--- src/rtl/syn_sram_acc_arb.sv ---
// Pixel SRAM arbiter: VGA display fetch vs GPU gateway, with an anti-starvation
// streak limit, a write->read turnaround gap and a tagged read-return pipe.
module syn_sram_acc_arb #(
  parameter int P_ADDR_W         = 18,
  parameter int P_DATA_W         = 16,
  parameter int P_RD_LAT         = 2,
  parameter int P_VGA_MAX_STREAK = 8,
  parameter int P_WR2RD_GAP      = 1
) (
  input  logic                clk_ir,
  input  logic                rst_sync,
  input  logic [P_ADDR_W-1:0] gpu_addr,
  input  logic                gpu_rd_en,
  input  logic                gpu_wr_en,
  input  logic [P_DATA_W-1:0] gpu_wr_data,
  output logic                gpu_rdy,
  output logic                gpu_rd_valid,
  output logic [P_DATA_W-1:0] gpu_rd_data,
  input  logic [P_ADDR_W-1:0] vga_addr,
  input  logic                vga_rd_en,
  output logic                vga_rdy,
  output logic                vga_rd_valid,
  output logic [P_DATA_W-1:0] vga_rd_data,
  output logic [P_ADDR_W-1:0] sram_addr,
  output logic                sram_rd_en,
  output logic                sram_wr_en,
  output logic [P_DATA_W-1:0] sram_wr_data,
  input  logic [P_DATA_W-1:0] sram_rd_data
);

  localparam int SW = $clog2(P_VGA_MAX_STREAK + 1);
  localparam int TW = (P_WR2RD_GAP > 0) ? $clog2(P_WR2RD_GAP + 1) : 1;
  localparam logic [SW-1:0] STREAK_MAX = SW'(P_VGA_MAX_STREAK);
  localparam logic [TW-1:0] GAP = TW'(P_WR2RD_GAP);

  logic [SW-1:0]       streak;
  logic [TW-1:0]       ta;
  logic                iss_vga;
  logic [P_RD_LAT-1:0] tag_v;
  logic [P_RD_LAT-1:0] tag_vga;

  logic rd_blk;
  logic vga_el;
  logic gpu_el;
  logic gpu_req;
  logic vga_gnt;
  logic gpu_gnt;
  logic wr_gnt;

  assign rd_blk  = (ta != '0);
  assign vga_el  = vga_rd_en & ~rd_blk;
  assign gpu_el  = gpu_wr_en | (gpu_rd_en & ~rd_blk);
  assign gpu_req = gpu_wr_en | gpu_rd_en;

  // VGA wins ties until the GPU has waited out a full streak
  assign vga_gnt = ~rst_sync & vga_el &
                   (~gpu_el | (streak != STREAK_MAX));
  assign gpu_gnt = ~rst_sync & gpu_el & ~vga_gnt;
  assign wr_gnt  = gpu_gnt & gpu_wr_en;

  assign vga_rdy = vga_gnt;
  assign gpu_rdy = gpu_gnt;

  always_ff @(posedge clk_ir) begin
    if (rst_sync) begin
      sram_addr    <= '0;
      sram_rd_en   <= 1'b0;
      sram_wr_en   <= 1'b0;
      sram_wr_data <= '0;
      iss_vga      <= 1'b0;
      streak       <= '0;
      ta           <= '0;
      tag_v        <= '0;
      tag_vga      <= '0;
    end else begin
      sram_rd_en <= vga_gnt | (gpu_gnt & ~gpu_wr_en);
      sram_wr_en <= wr_gnt;
      iss_vga    <= vga_gnt;
      if (vga_gnt)
        sram_addr <= vga_addr;
      else if (gpu_gnt)
        sram_addr <= gpu_addr;
      if (wr_gnt)
        sram_wr_data <= gpu_wr_data;

      if (wr_gnt)
        ta <= GAP;
      else if (ta != '0)
        ta <= ta - TW'(1);

      if (gpu_gnt | ~gpu_req)
        streak <= '0;
      else if (vga_gnt && streak != STREAK_MAX)
        streak <= streak + SW'(1);

      // tag slot k lines up with sram_rd_data k+1 cycles after issue
      tag_v[0]   <= sram_rd_en;
      tag_vga[0] <= iss_vga;
      for (int i = 1; i < P_RD_LAT; i++) begin
        tag_v[i]   <= tag_v[i-1];
        tag_vga[i] <= tag_vga[i-1];
      end
    end
  end

  assign vga_rd_valid = ~rst_sync & tag_v[P_RD_LAT-1] &
                        tag_vga[P_RD_LAT-1];
  assign gpu_rd_valid = ~rst_sync & tag_v[P_RD_LAT-1] &
                        ~tag_vga[P_RD_LAT-1];
  assign vga_rd_data  = rst_sync ? '0 : sram_rd_data;
  assign gpu_rd_data  = rst_sync ? '0 : sram_rd_data;

endmodule

--- config.mk ---
export PLATFORM = sky130hd
export DESIGN_NAME = syn_sram_acc_arb
export DESIGN_NICKNAME = d
export VERILOG_FILES = /design/src/rtl/syn_sram_acc_arb.sv
export SDC_FILE = /design/constraint.sdc
export NUM_CORES = 1
export LEC_CHECK = 0
export CAP_MARGIN = 25
export CORE_AREA = 3 3 87 89
export CTS_CLUSTER_SIZE = 20
export DETAILED_ROUTE_END_ITERATION = 8
export DIE_AREA = 0 0 90 92
export DONT_BUFFER_PORTS = 1
export GPL_ROUTABILITY_DRIVEN = 0
export PLACE_DENSITY_LB_ADDON = 0.1
export SETUP_SLACK_MARGIN = 0.1
export SLEW_MARGIN = 20
export SYNTH_ARGS = -nofsm -noshare
export SYNTH_HDL_FRONTEND = slang
export SYNTH_SLANG_ARGS = --single-unit
--- constraint.sdc ---
create_clock -name clk_ir -period 4.4 [get_ports clk_ir]
set_input_delay 0.88 -clock clk_ir [delete_from_list [all_inputs] [get_ports clk_ir]]
set_output_delay 0.88 -clock clk_ir [all_outputs]
set_load 0.05 [all_outputs]
== Word-level counts from Yosys, hierarchy flattened ==
Cells that the tools add are included.
Operators by class
  reductions and logical operators: 3
  bitwise logic cells: 23
  muxes and demuxes: 5
  add/subtract/negate cells: 2
  equal/unequal tests: 1
Operator list (count)
  18-bit two-way mux: 2
  16-bit two-way mux: 1
  1-bit AND: 11
  1-bit NOT: 7
  1-bit OR: 5
  4-bit by 1-bit adder with 4-bit output, second input constant: 1
  4-bit != test, second input constant: 1
  1-bit two-way mux: 2
  2-bit nonzero test: 1
  2-bit OR reduction: 1
  1-bit logical AND: 1
  1-bit subtractor, second input constant: 1
Storage, ports and cells
  output and inout bits: 72
  word-level logic and storage cells: 43
  register bits after elaboration: 46
  input port bits: 73

== Longest topological paths before layout ==
Gate-level depths: netlist of the first run.
  depth in word-level cells: 10
  depth in mapped cells: 7
  depth with buffers taken out: 5

== Worst setup path before layout of the first run ==
No wires, ideal clock.
  path kind: input to output
  start point: input rst_sync
  end point: output gpu_rd_valid
  slack: 0.952 ns
  buffers on the path: 3
  required time: 3.520 ns
  stages on the path: 4
  arrival time: 2.568 ns
  path through: buf_6 clkbuf_1 clkbuf_1 nor3b_1
Between the ends
  longest elaborated chain between the ends: 3
Ends and longest elaborated chain
  from (decl): RTL line 11  | input logic rst_sync,
  1-bit NOT: RTL line 108  | assign gpu_rd_valid = ~rst_sync & tag_v[P_RD_LAT-1] &
  1-bit AND (2 in series): RTL line 108
  to (decl): RTL line 17  | output logic gpu_rd_valid,
Every way passes these cells.

==> impl_metrics.csv, run 1 <==
group,metric,value,unit
run_status,status,"finished, final reports clean",
sta,fin_skew,8.94,ps
place,post-dp-hpwl,3910,um
global_routing,antenna_found_initial,0,
clock_tree,clockBufferDepth,2,
clock_tree,cts_setup_buffers,0,
finish,regArea,901,sq um
setup_path,cp_slowest_cell,"or3b_1",
sta,post-route-min-period,2920,ps
sta,drv_slew,0,
sta,hold_viol_final,0,
setup_path,cp-start-kind,"flip-flop",
pwr,leakage,0.895,nW
logic_synthesis,synth-edff-count,0,
worst_hold_path,hold_path_class,"reg -> reg",
finish,fillCellCount,690,
logic_synthesis,syn_area,2070,sq um
setup_path,end_kind,"primary output",
logic_synthesis,netlist_instances,201,
setup_path,worstPathMaxFanout,9,
drt,drc_errors,0,
clock_tree,clk_latency,290,ps
sta,hold_slack,443,ps
logic_synthesis,ys_types,30,
place,place_ws,1560,ps
sta,setup_viol,0,
clock_tree,cts_tree,"yes",
setup_path,cp_num_buf_inv,0,
logic_synthesis,avgSynthCellArea,10.3,sq um
finish,multiInputGateArea,1010,sq um
logic_synthesis,yosys.area.top_type,"dfxtp_1",
logic_synthesis,ys_warn_count,0,
sta,slew_headroom,26.8,%
clock_tree,cts_made_buffers,5,
logic_synthesis,synthTopCellsByCount,"dfxtp_1, nor2b_1, a221o_1, and3_1, buf_4",
sta,setup_ws,1480,ps
job,maxCapViolations,0,
global_routing,use_met2,20.8,%
die,dieArea,8280,sq um
drt,wl_per_cell,18.5,um
clock_tree,cts_root_buffer,"clkbuf_8",
finish,stdcell_area,2190,sq um
finish,finalNetCount,258,
global_routing,grt_max_degree,45,
setup_path,arrival,2040,ps
setup_path,worstSetupPathType,"reg -> out",
setup_path,critical-path-top-delay-family,"simple AND/OR/NAND/NOR gates",
logic_synthesis,yosysMostFrequentCell,"dfxtp_1",
die,fp.dieW,90,um
finish,n_antenna_cell,0,
drt,via_per_inst,5.21,
global_routing,grt_busiest_layer,"met2",
sta,tns,0,ps
place,dpl.cell_count,271,
logic_synthesis,async_reset_ff_share,0,%
logic_synthesis,syn_nets,276,
sta,tightest_slew,1090,ps
die,die_h,92,um
global_routing,grtUsageMet1,12.2,%
logic_synthesis,ys_seq_elements,45,
clock_tree,cts_hold_buf,0,
global_routing,grt_pass1_vias,1457,
logic_synthesis,synthFlopType,"dfxtp_1",
global_routing,track_usage,11.7,%
clock_tree,clock-sinks,45,
pwr,p_per_area,432,nW/um^2
drt,antenna_left,0,
global_routing,grt_use_met3,4.59,%
drt,routed_wl,5180,um
die,initial_utilization,30.2,%
place,port_buffers,0,
logic_synthesis,synth.top_cell.area_share,43.6,%
sta,rsz0062_at_grt,"no",
clock_tree,cts_max_level,2,
clock_tree,post_cts_resized,0,
place,dpl-instance-area,2100,sq um
logic_synthesis,synthTopCellsByArea,"dfxtp_1, nor2b_1, a221o_1",
setup_path,crit_chain,"or3b_1 -> a21oi_2",
finish,drive_gt1_share,28.3,%
global_routing,grt.overflow.total,0,
drt,vias,1460,
die,ios,145,
global_routing,grt_pass1_wl,7690,um
pwr,irDropWorstVdd,0.141,mV
sta,max_freq,0.343,GHz
setup_path,max_stage_delay,620,ps
finish,synthToLayoutAreaGrowth,6.12,%
finish,fin_cells,280,
die,core.rowCount,30,
clock_tree,clkTransAtPathRegs,80,ps
setup_path,cp.required,3520,ps
sta,post-route-period-util,66.3,%
drt,drt_iter0_markers,91,
logic_synthesis,seq_area_frac_synth,43.6,%
die,core-area,6830,sq um
drt,first_pass_iters,4,
[cell families (layout without fill, tap and decap cells)]
family / count (synthesis) / in the layout / synth area share [%]
muxes: 16 / 16 / 8.72
AOI/OAI and AO/OA: 33 / 33 / 14.3
buffers and inverters: 35 / 18 / 10.4
adders and majority gates: 2 / 2 / 1.21
DFF: 45 / 45 / 43.6
and+or+nand+nor: 70 / 70 / 21.8
[power by group]
part / internal (mW) / switching, mW
Combinational: 0.0461 / 0.0976
Clock: 0.113 / 0.136
Sequential: 0.437 / 0.118
[worst register-to-register path, cell delays in order, from the launching register on]
cell and delay [ps]:
dfxtp_1 550, or3b_1 620, a21oi_2 570, buf_4 360, a221o_1 200
[path summary, 6_finish.rpt]
check	slack (ps)	cells after the start	start	to
max	1480	2	sram_wr_en	vga_rdy
min	440	1	iss_vga	tag_vga[0]
max reg2reg	2050	4	sram_wr_en	sram_addr[14]
min reg2reg	440	1	iss_vga	tag_vga[0]
[state kept, by name, summed over array words and instances (netlist names)]
register and flops:
sram_rd_en 1, iss_vga 1, sram_wr_en 1, sram_addr 18, streak 4, tag_vga 2, sram_wr_data 16, tag_v 2
[placed cells by master, fill, tap and decap left out]
cell,synthesis,layout
a22oi_1,1,1
nand3b_1,1,1
nor2_1,1,1
inv_1,6,6
ha_1,2,2
a31o_2,1,1
and3b_1,2,2
o21ai_0,4,4
nand2b_1,2,2
nor2b_1,35,19
and3_1,18,18
or3b_1,1,1
clkinvlp_4,0,1
a221o_1,18,18
a21oi_2,0,1
buf_4,17,3
a211oi_1,4,4
clkbuf_1,7,2
nand3_1,3,3
nor2b_2,0,16
nor3b_2,0,1
mux2_2,16,16
o21bai_2,0,1
o21ai_4,1,1
or4_1,1,1
or2_2,1,1
and2b_2,2,2
buf_16,0,1
or3_2,1,1
a21oi_1,2,1
a221oi_4,0,1
nor3b_1,2,1
clkbuf_8,0,5
dfxtp_1,45,45
[metrics by stage]
| stage | power [mW] | util, % |
|---|---|---|
| finish | 0.948 | 32.1 |
| global route | 0.989 | 32.1 |
| CTS | 0.962 | 31.9 |
| detailed placement | 0.709 | 30.7 |
| global placement | 0.703 | 30.3 |
| floorplan | 0.698 | - |
[per-layer routing]
metal  share of wire [%]  vias up
met5                   0        -
met4                 2.7        0
met3                  11       20
met2                  50      107
met1                  36      674
li1                    -      659
[area by class of cell]
class,count,area share [%]
inverters,6,1.03
flip-flops and latches,45,41.1
clock buffers,7,3.48
multi-input cells,121,46.3
well taps,96,5.48
repair buffers,4,2.28
clock inverters,1,0.342
No activity file was read; power rests on OpenSTA's default activity.
==> inputs of run 2 (changes only) <==
- clock period: 4.4 -> 3 ns (I/O delays scaled with it)
==> run 2 against run 1 <==
  * Critical path depth up 2
  * Final area is 3.9% higher
  * First-iteration DRC count decreased by 31%
  * Clock skew hardly changed
  * Largest power group unchanged
  * Sequential share of layout area is 1.5 points lower
  * Power up 46%
  * Utilization rose by 1.2 points
  * Die area stayed put
  * Via count grew 1.6%
  * Cell count is 4.6% higher
  * Clock power increased by 37%
==> impl_metrics.csv, run 2 (same netlist as run 1, synthesis figures left out) <==
group,metric,value,unit
run_status,status,"finished, final reports clean",
clock_tree,cts_made_buffers,5,
finish,n_antenna_cell,0,
die,ios,145,
setup_path,max_stage_delay,760,ps
finish,fin_cells,293,
pwr,irDropWorstVdd,0.232,mV
finish,final_common_cell,"dfxtp_1",
sta,drv_slew,0,
place,dpl-instance-area,2200,sq um
pwr,finalPower,1.38,mW
global_routing,antenna_found_initial,0,
die,fp.dieW,90,um
clock_tree,post_cts_resized,0,
drt,first_pass_iters,4,
finish,synthToLayoutAreaGrowth,10.2,%
sta,slew_headroom,43.0,%
place,dpl.cell_count,287,
sta,setup_viol,0,
clock_tree,clockBufferDepth,2,
clock_tree,clk_latency,290,ps
global_routing,grt_pass1_wl,8540,um
finish,fin_util,33.3,%
setup_path,cp_slowest_cell,"a221oi_4",
clock_tree,clkTransAtPathRegs,80,ps
global_routing,track_usage,12.8,%
sta,max_freq,0.408,GHz
worst_hold_path,hold_path_class,"in -> reg",
clock_tree,cts_root_buffer,"clkbuf_8",
die,core.rowCount,30,
job,maxCapViolations,0,
clock_tree,cts_setup_buffers,0,
finish,stdcell_area,2280,sq um
die,die_h,92,um
sta,tns,0,ps
place,post-dp-hpwl,4130,um
clock_tree,cts_tree,"yes",
setup_path,end_kind,"primary output",
setup_path,crit_path_start,"streak[0]",
drt,vias,1484,
sta,rsz0062_at_grt,"no",
finish,largest-register,"sram_addr",
sta,tightest_slew,851,ps
die,dieArea,8280,sq um
setup_path,cp.required,2400,ps
place,port_buffers,0,
sta,post-route-period-util,81.8,%
global_routing,grt_max_degree,45,
sta,hold_viol_final,0,
clock_tree,cts_max_level,2,
drt,drt_iter0_markers,63,
setup_path,r2r_cells,6,
setup_path,cp-endpoint,"gpu_rdy",
drt,antenna_left,0,
setup_path,worstPathMaxFanout,5,
die,initial_utilization,30.2,%
setup_path,rrSetupSlack,860,ps
drt,via_per_inst,5.06,
setup_path,crit_chain,"inv_1 -> ha_1 -> nand3b_1 -> a221oi_4",
clock_tree,cts_hold_buf,0,
place,place_ws,682,ps
clock_tree,clock-sinks,45,
finish,drive_gt1_share,34.5,%
die,core-area,6830,sq um
sta,fin_skew,9.24,ps
pwr,p_per_area,606,nW/um^2
setup_path,worstSetupPathType,"reg -> out",
sta,hold_slack,384,ps
setup_path,reg2reg_to,"sram_addr[0]",
setup_path,timing.rr.start,"streak[0]",
finish,top_regs,"sram_addr: 18 flops, sram_wr_data: 16 flops, streak: 4 flops",
drt,routed_wl,5340,um
setup_path,arrival,1850,ps
finish,largest_register_ffs,18,
drt,drc_errors,0,
setup_path,cp-start-kind,"flip-flop",
sta,post-route-min-period,2450,ps
finish,final_cell_mix,"dfxtp_1, nor2b_1, buf_4",
global_routing,grt_pass1_vias,1620,
global_routing,grt.overflow.total,0,
pwr,leakage,0.967,nW
finish,finalNetCount,273,
drt,wl_per_cell,18.2,um
sta,setup_ws,547,ps
-- run 2: report_power, final --
| group | total, mW | internal (mW) | switching (mW) | leakage (nW) |
|---|---|---|---|---|
| clock | 0.341 | 0.153 | 0.188 | 0.0399 |
| sequential | 0.812 | 0.642 | 0.170 | 0.372 |
| combinational | 0.227 | 0.0780 | 0.149 | 0.555 |
-- run 2: worst min-delay path by stage --
stage             start    endpoint  slack (ps)  cells past startpoint
2_1_floorplan  tag_v[0]    tag_v[1]         410                      1
3_3_place_gp    iss_vga  tag_vga[0]         430                      1
3_5_place_dp    iss_vga  tag_vga[0]         420                      1
4_1_cts        rst_sync  tag_vga[0]         370                      1
5_1_grt        rst_sync    tag_v[1]         360                      1
6_report       rst_sync  tag_vga[0]         380                      1
-- run 2: worst max-delay path, delay by kind of cell (launching register included) --
kind / cells / cell delay [ps]
AO/OA/AOI/OAI: 1 / 760
adder cells (fa/ha/maj): 1 / 180
buffers and inverters: 1 / 80
flip-flops: 1 / 340
AND/OR/NAND/NOR: 1 / 190
-- run 2: layout make-up --
class	count	area [sq um]
Clock buffer	5	68.8
Timing Repair Buffer	19	143
Inverter	6	22.5
Fill cell	711	4550
Clock inverter	1	5.00
Tap cell	96	120
Multi-Input combinational cell	121	1020
Sequential cell	45	901
-- run 2: layer usage --
layer,GRT usage [%],vias to the layer above,part of all wire (%)
li1,-,692,-
met3,4.68,16,9.2
met4,5.61,0,3.1
met1,13.5,674,37
met5,0,-,0
met2,22.9,102,50
